===== src/rtl/prog_downcnt_pkg.sv =====
// Shared definitions for the programmable down-counter: state encoding and
// the default counter width.
package prog_downcnt_pkg;

  // Default width of count and load value.
  localparam int NBITS_DEF = 4;

  // Controller states. Encoding is fixed so external checkers can decode it.
  typedef enum logic [1:0] {
    ST_IDLE = 2'd0,
    ST_RUN  = 2'd1,
    ST_HOLD = 2'd2
  } state_t;

  // True when a state value is one of the legal encodings.
  function automatic logic state_is_legal(input state_t s);
    return (s == ST_IDLE) || (s == ST_RUN) || (s == ST_HOLD);
  endfunction

endpackage


===== src/rtl/prog_downcnt.sv =====
// Programmable down-counter with one-shot and auto-reload modes.
//
// A load captures load_val into both the live count and the reload register
// and starts a run. While running, each enabled cycle decrements the count;
// an enabled cycle that finds the count already at zero is the terminal
// event: tc pulses for one cycle, and the counter either reloads (auto_rl=1)
// or parks at zero in HOLD (auto_rl=0). Load beats every other action, and
// reset beats load. Because zero is always the terminal event, the
// decrement never wraps.
module prog_downcnt
  import prog_downcnt_pkg::*;
#(
  parameter int NBITS      = NBITS_DEF,
  parameter int RELOAD_DEF = 15
) (
  input  logic             clk,
  input  logic             rst,
  input  logic             en,
  input  logic             load,
  input  logic [NBITS-1:0] load_val,
  input  logic             auto_rl,
  output logic [NBITS-1:0] count,
  output logic             tc,
  output logic             busy
);

  state_t           state;
  state_t           next_state;
  logic [NBITS-1:0] reload_reg;
  logic [NBITS-1:0] next_count;
  logic [NBITS-1:0] next_reload;
  logic             next_tc;
  logic             terminal;

  // A terminal event is an enabled RUN cycle that finds the count at zero.
  // It is only acted on when no load arrives in the same cycle.
  assign terminal = (state == ST_RUN) && en && (count == '0);

  // State and datapath registers; reset has priority over everything.
  always_ff @(posedge clk) begin
    if (rst) begin
      state      <= ST_IDLE;
      count      <= '0;
      reload_reg <= NBITS'(RELOAD_DEF);
      tc         <= 1'b0;
    end else begin
      state      <= next_state;
      count      <= next_count;
      reload_reg <= next_reload;
      tc         <= next_tc;
    end
  end

  // Next-state and next-datapath decode: load first, then run-mode counting.
  always_comb begin
    next_state  = state;
    next_count  = count;
    next_reload = reload_reg;
    next_tc     = 1'b0;
    if (load) begin
      // Load restarts from any state and ignores en; it also masks any
      // terminal event that would have happened this cycle.
      next_count  = load_val;
      next_reload = load_val;
      next_state  = ST_RUN;
    end else begin
      case (state)
        ST_RUN: begin
          if (terminal) begin
            next_tc = 1'b1;
            if (auto_rl) begin
              next_count = reload_reg;
            end else begin
              next_state = ST_HOLD;
            end
          end else if (en) begin
            next_count = count - NBITS'(1);
          end
        end
        ST_IDLE, ST_HOLD: begin
          // Parked: only a load (handled above) leaves these states.
          next_state = state;
        end
        default: begin
          // Unused encoding: recover to IDLE.
          next_state = ST_IDLE;
        end
      endcase
    end
  end

  // Outputs decoded from the state register.
  always_comb begin
    busy = (state == ST_RUN) && state_is_legal(state);
  end

endmodule


===== config.mk =====
export PLATFORM = sky130hd
export DESIGN_NAME = prog_downcnt
export DESIGN_NICKNAME = d
export VERILOG_FILES = /design/src/rtl/prog_downcnt_pkg.sv /design/src/rtl/prog_downcnt.sv
export SDC_FILE = /design/constraint.sdc
export NUM_CORES = 1
export LEC_CHECK = 0
export CAP_MARGIN = 40
export CORE_MARGIN = 4
export CORE_UTILIZATION = 41
export DETAILED_ROUTE_END_ITERATION = 16
export GPL_ROUTABILITY_DRIVEN = 0
export PLACE_DENSITY = 0.82
export SETUP_SLACK_MARGIN = 0.02
export SYNTH_ARGS = -nofsm -noshare
export SYNTH_HDL_FRONTEND = slang
export SYNTH_SLANG_ARGS = --single-unit

===== constraint.sdc =====
create_clock -name clk -period 1.6 [get_ports clk]
set_clock_uncertainty 0.2 [all_clocks]
set_input_delay 0.32 -clock clk [delete_from_list [all_inputs] [get_ports clk]]
set_output_delay 0.32 -clock clk [all_outputs]
set_load 0.02 [all_outputs]

Word level (Yosys, flattened, before mapping)
Cells that the tools add are included.
{"block": "op_classes", "n_eq_ne": 8, "bitwise_logic": 2, "n_mux": 10, "mul": 0, "addsub": 1, "magnitude_cmp": 0, "n_div": 0, "n_shift": 0, "reduce_logical": 15}
{"op": "$mux 4", "count": 5}
{"op": "$ne 3x3->1 const B", "count": 3}
{"op": "$reduce_and 3->1", "count": 3}
{"op": "$ne 2x2->1 const B", "count": 3}
{"op": "$logic_not 4->1", "count": 1}
{"op": "$mux 2", "count": 2}
{"op": "$pmux 2 s2", "count": 1}
{"op": "$reduce_or 2->1", "count": 2}
{"op": "$sub 4x1->4 const B", "count": 1}
{"op": "$logic_and 1x1->1", "count": 3}
{"op": "$reduce_bool 3->1", "count": 1}
{"op": "$reduce_or 3->1", "count": 1}
{"op": "$eq 2x1->1 const B", "count": 1}
{"op": "$eq 2x2->1 const B", "count": 1}
{"op": "$logic_not 2->1", "count": 1}
{"op": "$logic_or 1x1->1", "count": 2}
{"op": "$mux 1", "count": 2}
{"op": "$not 1->1", "count": 2}
{"op": "$reduce_bool 2->1", "count": 1}
{"block": "totals", "rom_bits": 0, "n_memories": 0, "in_bits": 9, "regBits": 11, "output_inout_bits": 6, "ram_bits": 0, "latch_bits": 0, "elab_cells": 41}

Logic depth before layout (Yosys ltp)
Gate-level depths: netlist of run 1.
{"block": "depth", "depth_word": 6, "ltp_mapped": 6, "mapped_depth_nobuf": 6}

Worst setup path before layout of run 1
OpenSTA, ideal clock, no wires.
{"block": "synth_timing", "kind": "register to register", "start": "register count[0]", "end": "register count[1]", "t_arrival_ps": 1418, "n_path_buf": 0, "path_stages_with_launch": 7, "setup_ps": 134, "setup_slack_ps": -152, "synth_period_minus_slack_ps": 1752, "cell_sequence": "dfxtp_1 -> inv_1 -> ha_1 -> nor3b_2 -> and3_1 -> o21ai_1 -> a311oi_2"}
{"block": "synth_between", "elab_chain_len": 5, "elab_cells_between_ends": 10, "cone_classes": "add/sub: 1; eq/ne: 1; mux: 4; reduce/logical: 4"}
{"element": "start, declared", "line": "prog_downcnt.sv:22", "text": "output logic [NBITS-1:0] count,"}
{"element": "start signal, assigned", "line": "prog_downcnt.sv:48", "text": "count <= next_count;"}
{"element": "$sub 4x1->4 or $logic_not 4->1 (tied branches)", "line": "prog_downcnt.sv:77, prog_downcnt.sv:37"}
{"element": "$mux 4 or $logic_and 1x1->1 (tied branches)", "line": "prog_downcnt.sv:76, prog_downcnt.sv:37"}
{"element": "$mux 4", "line": "prog_downcnt.sv:69", "text": "if (terminal) begin"}
{"element": "$mux 4", "line": "prog_downcnt.sv:67", "text": "case (state)"}
{"element": "$mux 4", "line": "prog_downcnt.sv:60", "text": "if (load) begin"}
Several ways; a longest one is shown, not always the timed one. The select of a mux whose other input is x is not followed.
A chain may end at the register's enable or synchronous reset.

Worst setup path after layout of run 1
{"block": "layout_timing", "start": "register count[0]", "end": "register count[3]"}
Same word-level chain as after synthesis.

==> results of run 1 <==
[per-stage QoR]
stage / setup TNS [ns] / area [um^2] / power [uW]
2_1_floorplan: 0 / 598 / 418
3_3_place_gp: -1.11 / 862 / 511
3_5_place_dp: -1.38 / 862 / 516
4_1_cts: 0 / 896 / 716
5_1_grt: -0.0425 / 933 / 783
6_report: 0 / 933 / 742
[worst max-delay path by stage]
| stage | to | slack [ns] |
|---|---|---|
| floorplan | count[1] | 0.02 |
| global placement | count[1] | -0.22 |
| detailed placement | count[1] | -0.26 |
| CTS | count[3] | 0.02 |
| global route | count[3] | -0.02 |
| finish | count[3] | 0.02 |
[Yosys cell counts (all sizes together) (2+ instances only)]
| cell | n | share of area [%] |
|---|---|---|
| ha | 2 | 4.4 |
| a211oi | 2 | 3.5 |
| clkbuf | 2 | 1.3 |
| nand2b | 2 | 2.2 |
| inv | 3 | 2.0 |
| o21ai | 4 | 3.5 |
| a311oi | 2 | 4.1 |
| nand2 | 5 | 3.3 |
| nor2 | 6 | 3.9 |
| a21oi | 5 | 4.4 |
| nor3 | 2 | 1.7 |
| o21bai | 2 | 2.6 |
| dfxtp | 11 | 38 |
| nor2b | 2 | 2.2 |
[kinds of logic (layout without fill, tap and decap cells)]
family	count (synthesis)	after routing	synth area share, %
fa+ha+maj	2	2	4.36
compound gates	21	21	26.1
flops	11	11	38.3
simple gates	27	27	27.9
buf+inv	5	38	3.27
[routing by layer]
metal / wire length (um) / part of all wire [%]
met1: 694 / 43
met2: 817 / 51
met3: 70 / 4.3
met4: 34 / 2.1
met5: 0 / 0
[power breakdown]
part	internal (uW)	leakage (uW)	switching [uW]	total [uW]
combinational	127	0.000297	108	236
clock	92.7	0.0000177	108	201
sequential	291	0.0000922	14.3	305
[area by class of cell]
cell class	count	area, um^2	share of cell area (%)
clock buffers	3	22.5	2.41
clock inverters	1	5.00	0.536
inverters	3	13.8	1.47
multi-input cells	50	392	42.0
flip-flops and latches	11	226	24.3
well taps	15	18.8	2.01
repair buffers	31	255	27.3
[worst reg2reg max path: stages, from the launching register on]
cell and delay [ns]:
dfxtp_4 0.37, inv_4 0.04, ha_4 0.16, nor3b_4 0.16
buf_4 0.14, a311oi_2 0.29, a211oi_2 0.10
[timing repair]
action,CTS,global route
pin swaps,2,7
gates cloned,0,0
setup buffers,0,2
endpoints found under the setup margin,9,6
resized for setup,14,12
[layout by cell type, fill, tap and decap left out, types with 2 or more instances in the layout]
| master | Yosys | layout |
|---|---|---|
| o21ai_1 | 2 | 3 |
| a311oi_2 | 1 | 2 |
| nand2b_1 | 2 | 2 |
| a21oi_1 | 5 | 4 |
| dfxtp_1 | 11 | 8 |
| nor2b_1 | 2 | 2 |
| clkdlybuf4s50_1 | 0 | 7 |
| clkbuf_4 | 0 | 3 |
| inv_2 | 1 | 2 |
| nand2_1 | 5 | 5 |
| dlygate4sd2_1 | 0 | 3 |
| nor2_1 | 6 | 6 |
| o21bai_1 | 2 | 2 |
| dfxtp_2 | 0 | 2 |
| clkbuf_2 | 0 | 2 |
| buf_4 | 0 | 16 |
==> key figures, run 1 <==
Run status
  • Status: finished clean

Cells and area
  • Layout cells sized above 1: 40.4%
  • Inserted Diodes: 0
  • Core Util, Final: between 70 and 80%
  • Fin cells: roughly 110
  • Final nets: approximately 110
  • Area Overhead vs Synth: 62.5%
  • Filler cells: between 100 and 150

Clock network
  • CTS tree: yes
  • CTS clk-pin slew, worst paths: ~0.08 ns
  • CTS Hold Bufs: 0
  • Clock sinks: 11
  • Clock Path Buffers: 2
  • CTS Root Buffer Type: clkbuf_4
  • Num CTS Buffers: 3
  • H-tree levels: 1
  • Clock Latency Late Sink: around 0.28 ns

Job
  • Max cap viols: 0

Worst setup path
  • WS Path Type: reg2reg
  • CP cell instances: inv_4 > ha_4 > nor3b_4 > buf_4 > a311oi_2 > a211oi_2
  • Crit. End Element: flip-flop
  • R2R depth: 6
  • Critical path origin: count[0]
  • CP Max Fanout: 5
  • Critical R2R Capture: count[3]
  • Slowest CP cell: dfxtp_4
  • Setup crit start kind: flip-flop
  • Crit Reg-Reg Startpoint: count[0]
  • Worst Path Arrival: roughly 1.5 ns
  • Critical path depth in cells: 6
  • Critical Path Max Stage Delay: between 0.3 and 0.4 ns
  • Crit path buf inv count: 2
  • FF-to-FF setup slack: ~0.022 ns
  • Delay-heaviest family, CP: compound AO/OA/AOI/OAI gates
  • Data required time of the critical path: about 1.6 ns

Routing
  • Post-DR wirelength/cell: roughly 14 um
  • Vias post-DR: approximately 630
  • Initial DRC count: 12
  • Routed wire length: 1620 um
  • Vias per cell: ~5.5
  • Routed Antenna Nets: 0
  • # DRC: 0
  • DRT Pass-1 Iters: 4

STA
  • Unrepaired setup endpoints after global routing: true
  • Final Cycle Share: a little over nine tenths
  • Fin worst setup slack: between 0.02 and 0.025 ns
  • Worst Hold Slack: between 0.2 and 0.3 ns
  • Headroom to the max-slew limit: between 70% and 80%
  • Final hold viol count: 0
  • Crit path time final: between 1.5 and 2 ns
  • F_max: around 630 MHz
  • Final Slew Violations: 0
  • Setup violations, final: 0
  • Worst slew pin tran: 0.310 ns

Yosys
  • Syn nets: just under 80
  • Sequential share of the synthesized area: 38.3%
  • Yosys warnings: 0
  • Mapped Area: 574 um^2
  • Number of synthesized flops with an enable pin: 0
  • Syn_area_per_cell: roughly 8.7 um^2
  • Unique masters post-synth: 34
  • Asr flop ratio synth: 0%
  • Post-Syn Instances: 66
  • Top FF cell, synth: dfxtp_1
  • FF+latch count, synth: 11

GRT
  • Initial antenna violation count: 0
  • All-Layer GR Usage: about 17%
  • Gr busiest metal: met2
  • Met3 Usage GRT: slightly below 4%
  • Largest net degree at the start of global routing: 8
  • Vias in the first global route: about 570
  • Total congestion overflow: 0
  • GR Util met2: between 20% and 30%
  • Met1 usage: ~20%
  • Global-route wire length before repair: approximately 2400 um

Floorplan
  • Row Count: 13
  • Io pins: 15
  • Initial Utilization: a little over two fifths
  • Die Wd: roughly 45 um
  • Die height: 45.4 um
  • Full die area: a little over 2000 um^2
  • Core area: 1320 um^2

Worst hold path
  • Hold endpoint: reload_reg[0]
  • Hold Path Stages: 2
  • Worst Hold Launch: reload_reg[0]
  • Worst min-delay path category: reg2reg

Placement
  • Place WS: -0.257 ns
  • Hpwl dp: ~1200 um
  • Placed cell count: about 110
  • PortBufs: 14

Pwr
  • VDD IR max: around 500 uV
  • Pwr/cell area: ~800 nW/um^2
  • Leakage: 0.000407 uW
(Power assumes the default switching activity.)
==> inputs of run 2 (changes only) <==
- CTS_BUF_LIST: default -> sky130_fd_sc_hd__clkbuf_16
- CTS_CLUSTER_DIAMETER: default -> 150
- MAX_ROUTING_LAYER: default -> met4
==> run 2 against run 1 <==
Compared with the run above:
- cell area rose by 5.8%
- first-iteration DRC count decreased by 33%
- global-route usage is 1.4 points higher
- combinational power barely moved
- sequential cell count is the same
- critical path type unchanged
==> key figures, run 2 (synthesis results as in run 1) <==
Routing
  • DRT Pass-1 Iters: 4
  • Post-DR wirelength/cell: around 14 um
  • Initial DRC count: 8
  • Routed wire length: 1630 um
  • # DRC: 0
  • Routed Antenna Nets: 0
  • Vias per cell: 5.48
  • Vias post-DR: 630

Pwr
  • Comb pwr share: about 23%
  • VDD IR max: 855 uV
  • Leakage: roughly 0.00044 uW
  • Clock share of power: a little under half
  • Pint: roughly 750 uW
  • Reg power frac: 30.4%
  • Sw power: roughly 260 uW
  • Switching Share: between 20% and 30%
  • Pwr/cell area: slightly above 1000 nW/um^2

GRT
  • Initial antenna violation count: 0
  • Total congestion overflow: 0
  • Global-route wire length before repair: 2530 um
  • Vias in the first global route: roughly 570
  • All-Layer GR Usage: between 10% and 20%
  • Largest net degree at the start of global routing: 8

Cells and area
  • Multi-input logic area: around 380 um^2
  • Layout cells sized above 1: between 30 and 40%
  • Most frequent cells in the layout: buf_4 (18), dfxtp_1 (8), nor2_1 (6), dlygate4sd2_1 (6), clkdlybuf4s50_1 (6)
  • Final nets: between 100 and 150
  • Register area: approximately 230 um^2
  • Fin cells: about 120
  • Area Overhead vs Synth: 71.9%
  • Commonest non-fill, non-tap cell in the layout: buf_4
  • Core Util, Final: approximately three quarters
  • Inserted Diodes: 0
  • Filler cells: 98

STA
  • Setup violations, final: 0
  • Crit path time final: approximately 1.6 ns
  • Setup TNS: 0 ns
  • Final Slew Violations: 0
  • F_max: 627 MHz
  • Worst slew pin tran: around 0.29 ns
  • Fin worst setup slack: ~0.0054 ns
  • Worst Hold Slack: about 0.27 ns
  • Unrepaired setup endpoints after global routing: true
  • Final hold viol count: 0
  • Headroom to the max-slew limit: between 80 and 90%
  • Final Cycle Share: between 90% and 100%

Clock network
  • Num CTS Buffers: 3
  • Clock Latency Late Sink: between 0.2 and 0.25 ns
  • Clock sinks: 11
  • CTS Root Buffer Type: clkbuf_16
  • Clock Path Buffers: 2
  • CTS clk-pin slew, worst paths: around 0.050 ns
  • H-tree levels: 1
  • CTS tree: yes

Job
  • Max cap viols: 0

Placement
  • Place WS: -0.257 ns
  • Hpwl dp: about 1200 um
  • PortBufs: 14
  • Placed cell count: approximately 110

Worst setup path
  • Worst Path Arrival: roughly 1.5 ns
  • CP Max Fanout: 5
  • Setup crit start kind: flip-flop
  • Crit. End Element: flip-flop
  • FF-to-FF setup slack: 0.005 ns
  • Data required time of the critical path: between 1.5 and 2 ns
  • WS Path Type: reg2reg

Floorplan
  • Die height: approximately 45 um
  • Io pins: 15
  • Die Wd: around 45 um
  • Full die area: just over 2000 um^2
  • Core area: between 1000 and 1500 um^2
  • Initial Utilization: a little over two fifths
  • Row Count: 13

Run status
  • Status: finished clean

Worst hold path
  • Worst min-delay path category: reg2reg
-- run 2: cell type report --
class                           count  area share [%]
Clock buffer                        3            7.60
Multi-Input combinational cell     50            38.8
Clock inverter                      1           0.507
Timing Repair Buffer               32            26.9
Inverter                            3            1.39
Tap cell                           15            1.90
Sequential cell                    11            22.9
-- run 2: through the flow --
step                cell area [um^2]  total power, uW
finish                           987             1010
floorplan                        598              418
CTS                              952              984
global placement                 862              511
detailed placement               862              516
global route                     987             1050
-- run 2: layer usage --
layer | GRT usage (%) | wire length, um
met5 | - | 0
met2 | 27.6 | 794
met3 | 8.70 | 98
met4 | 6.43 | 19
met1 | 20.8 | 716
-- run 2: critical path, cell delays in order (launching register included) --
cell and delay [ns]:
dfxtp_2 0.34, inv_2 0.05, ha_4 0.16, nor3b_4 0.16, buf_4 0.14, a311oi_1 0.31, a211oi_2 0.11
-- run 2: power by group through the flow --
| stage | sequential (uW) | combinational [uW] | clock, uW |
|---|---|---|---|
| after floorplan | 322 | 95.2 | 0 |
| after global placement | 308 | 203 | 0 |
| after detailed placement | 309 | 208 | 0 |
| after CTS | 306 | 210 | 468 |
| after global routing | 308 | 249 | 490 |
| final | 306 | 234 | 466 |
-- run 2: timing repair --
item	in CTS	in global routing
setup endpoints to repair	10	5
gates resized for setup	13	5
pin swaps	5	6
buffers inserted	0	3
hold buffers	0	0
-- run 2: final timing paths --
| check | start | to | depth (start not counted) |
|---|---|---|---|
| setup / recovery | count[1] | count[3] | 6 |
| hold / removal | reload_reg[0] | reload_reg[0] | 2 |
| setup reg to reg | count[1] | count[3] | 6 |
| hold reg to reg | reload_reg[0] | reload_reg[0] | 2 |
==> inputs of run 3 (changes only) <==
- PLACE_DENSITY: 0.82 -> 0.71
==> run 3 against run 2 <==
Compared with the run above:
- cell area fell by 0.89%
- register-to-register slack barely moved
- the flow now finishes with violations (negative setup slack)
- maximum frequency fell by 0.41%
- hold slack improved by 0.0027 ns
- first-iteration DRC count rose by 88%
- clock power fell by 4%
- die area did not move
==> key figures, run 3 (synthesis results as in run 1) <==
Cells and area
  • Commonest non-fill, non-tap cell in the layout: buf_4
  • Inserted Diodes: 0
  • Register area: between 200 and 250 um^2
  • Multi-input logic area: 374 um^2
  • Final nets: 112
  • Filler cells: 115
  • Fin cells: about 120
  • Area Overhead vs Synth: 70.4%
  • Most frequent cells in the layout: buf_4 (18), dfxtp_1 (9), clkdlybuf4s50_1 (7)
  • Layout cells sized above 1: roughly a third

Clock network
  • H-tree levels: 1
  • CTS tree: yes
  • Clock sinks: 11
  • CTS Root Buffer Type: clkbuf_16
  • CTS clk-pin slew, worst paths: roughly 0.040 ns
  • Clock Latency Late Sink: approximately 0.24 ns
  • Num CTS Buffers: 3
  • Clock Path Buffers: 2

Job
  • Max cap viols: 0

Floorplan
  • Initial Utilization: 43.6%
  • Full die area: approximately 2100 um^2
  • Row Count: 13
  • Core area: 1320 um^2
  • Die height: approximately 45 um
  • Die Wd: approximately 45 um
  • Io pins: 15

Routing
  • Post-DR wirelength/cell: approximately 14 um
  • # DRC: 0
  • Routed Antenna Nets: 0
  • Vias per cell: between 5 and 6
  • Routed wire length: between 1500 and 2000 um
  • Vias post-DR: between 600 and 700
  • Initial DRC count: 15
  • DRT Pass-1 Iters: 4

Run status
  • Failing checks: negative setup slack
  • Status: complete, but fails checks

Worst setup path
  • Setup crit start kind: flip-flop
  • CP cell instances: inv_2 > ha_4 > nor3b_4 > buf_4 > a2bb2oi_1 > o2111ai_1 > a21oi_1
  • Critical Path Max Stage Delay: between 0.3 and 0.4 ns
  • WS Path Type: reg2reg
  • Slowest CP cell: dfxtp_2
  • Crit path buf inv count: 2
  • Data required time of the critical path: 1.52 ns
  • Delay-heaviest family, CP: compound AO/OA/AOI/OAI gates
  • Crit. End Element: flip-flop
  • Worst Path Arrival: 1.52 ns
  • CP Max Fanout: 4

STA
  • Crit path time final: between 1.5 and 2 ns
  • Final Slew Violations: 0
  • Worst slew pin tran: approximately 0.30 ns
  • F_max: roughly 620 MHz
  • Fin worst setup slack: -0.00104 ns
  • Headroom to the max-slew limit: about four fifths
  • Unrepaired setup endpoints after global routing: true
  • Final Cycle Share: 100%
  • Setup violations, final: 1
  • Final hold viol count: 0
  • Worst Hold Slack: roughly 0.27 ns

Placement
  • Placed cell count: ~110
  • Hpwl dp: about 1100 um
  • Place WS: -0.220 ns
  • PortBufs: 14

GRT
  • Largest net degree at the start of global routing: 8
  • All-Layer GR Usage: 18.9%
  • Total congestion overflow: 0
  • Global-route wire length before repair: approximately 2600 um
  • Initial antenna violation count: 0
  • Vias in the first global route: 598

Pwr
  • VDD IR max: ~680 uV
  • Leakage: 0.000436 uW
  • Pwr/cell area: 1010 nW/um^2

Worst hold path
  • Worst min-delay path category: reg2reg
-- run 3: cell types whose count changed in the layout (fill, tap and decap cells not counted), sizes merged --
cell,previous run,this run
buf,18,19
clkbuf,4,3
clkdlybuf4s15,0,1
clkdlybuf4s50,6,7
clkinv,1,0
dlygate4sd2,6,4
inv,3,4
-- run 3: power breakdown --
group	total, uW	switching (uW)	internal (uW)
Clock	447	119	328
Combinational	235	109	126
Sequential	302	10.3	292
-- run 3: worst paths after layout --
path	from	slack, ns	cells after the start	endpoint
worst max register to register	count[1]	-0.001	7	count[0]
worst min-delay path	reload_reg[0]	0.27	2	reload_reg[0]
worst min register to register	reload_reg[0]	0.27	2	reload_reg[0]
worst max-delay path	count[1]	-0.001	7	count[0]
-- run 3: repair_timing --
action / 4_1_cts / 5_1_grt
hold buffers: 0 / 0
resized for setup: 11 / 6
endpoints found under the setup margin: 8 / 7
setup buffers: 2 / 0
pin swaps: 4 / 3
hold endpoints to repair: 0 / 0
-- run 3: area by class of cell --
class	instances	area share, %
Timing Repair Buffer	32	27.4
Tap cell	15	1.92
Sequential cell	11	23.0
Clock inverter	1	0.384
Clock buffer	3	7.67
Inverter	3	1.41
Multi-Input combinational cell	50	38.2
-- run 3: metal layers --
metal | routed length [um] | GRT usage (%) | vias to the layer above
li1 | - | - | 317
met1 | 699 | 23.2 | 267
met2 | 712 | 25.6 | 21
met3 | 74 | 3.95 | 9
met4 | 72 | 16.4 | 0
met5 | 0 | - | -
-- run 3: stage by stage --
step	instance area (um^2)	power [uW]	setup TNS (ns)	utilization, %
after floorplan	598	418	0	-
after global placement	870	515	-1.13	66.0
after detailed placement	870	519	-1.31	66.0
after CTS	970	983	0	73.6
after global routing	978	1030	-0.295	74.3
final	978	984	-0.00104	74.3
-- run 3: worst min-delay path, stage by stage, from the launching register on --
cell and delay [ns]:
dfxtp_1 0.33, a21oi_1 0.06, nand2_1 0.05
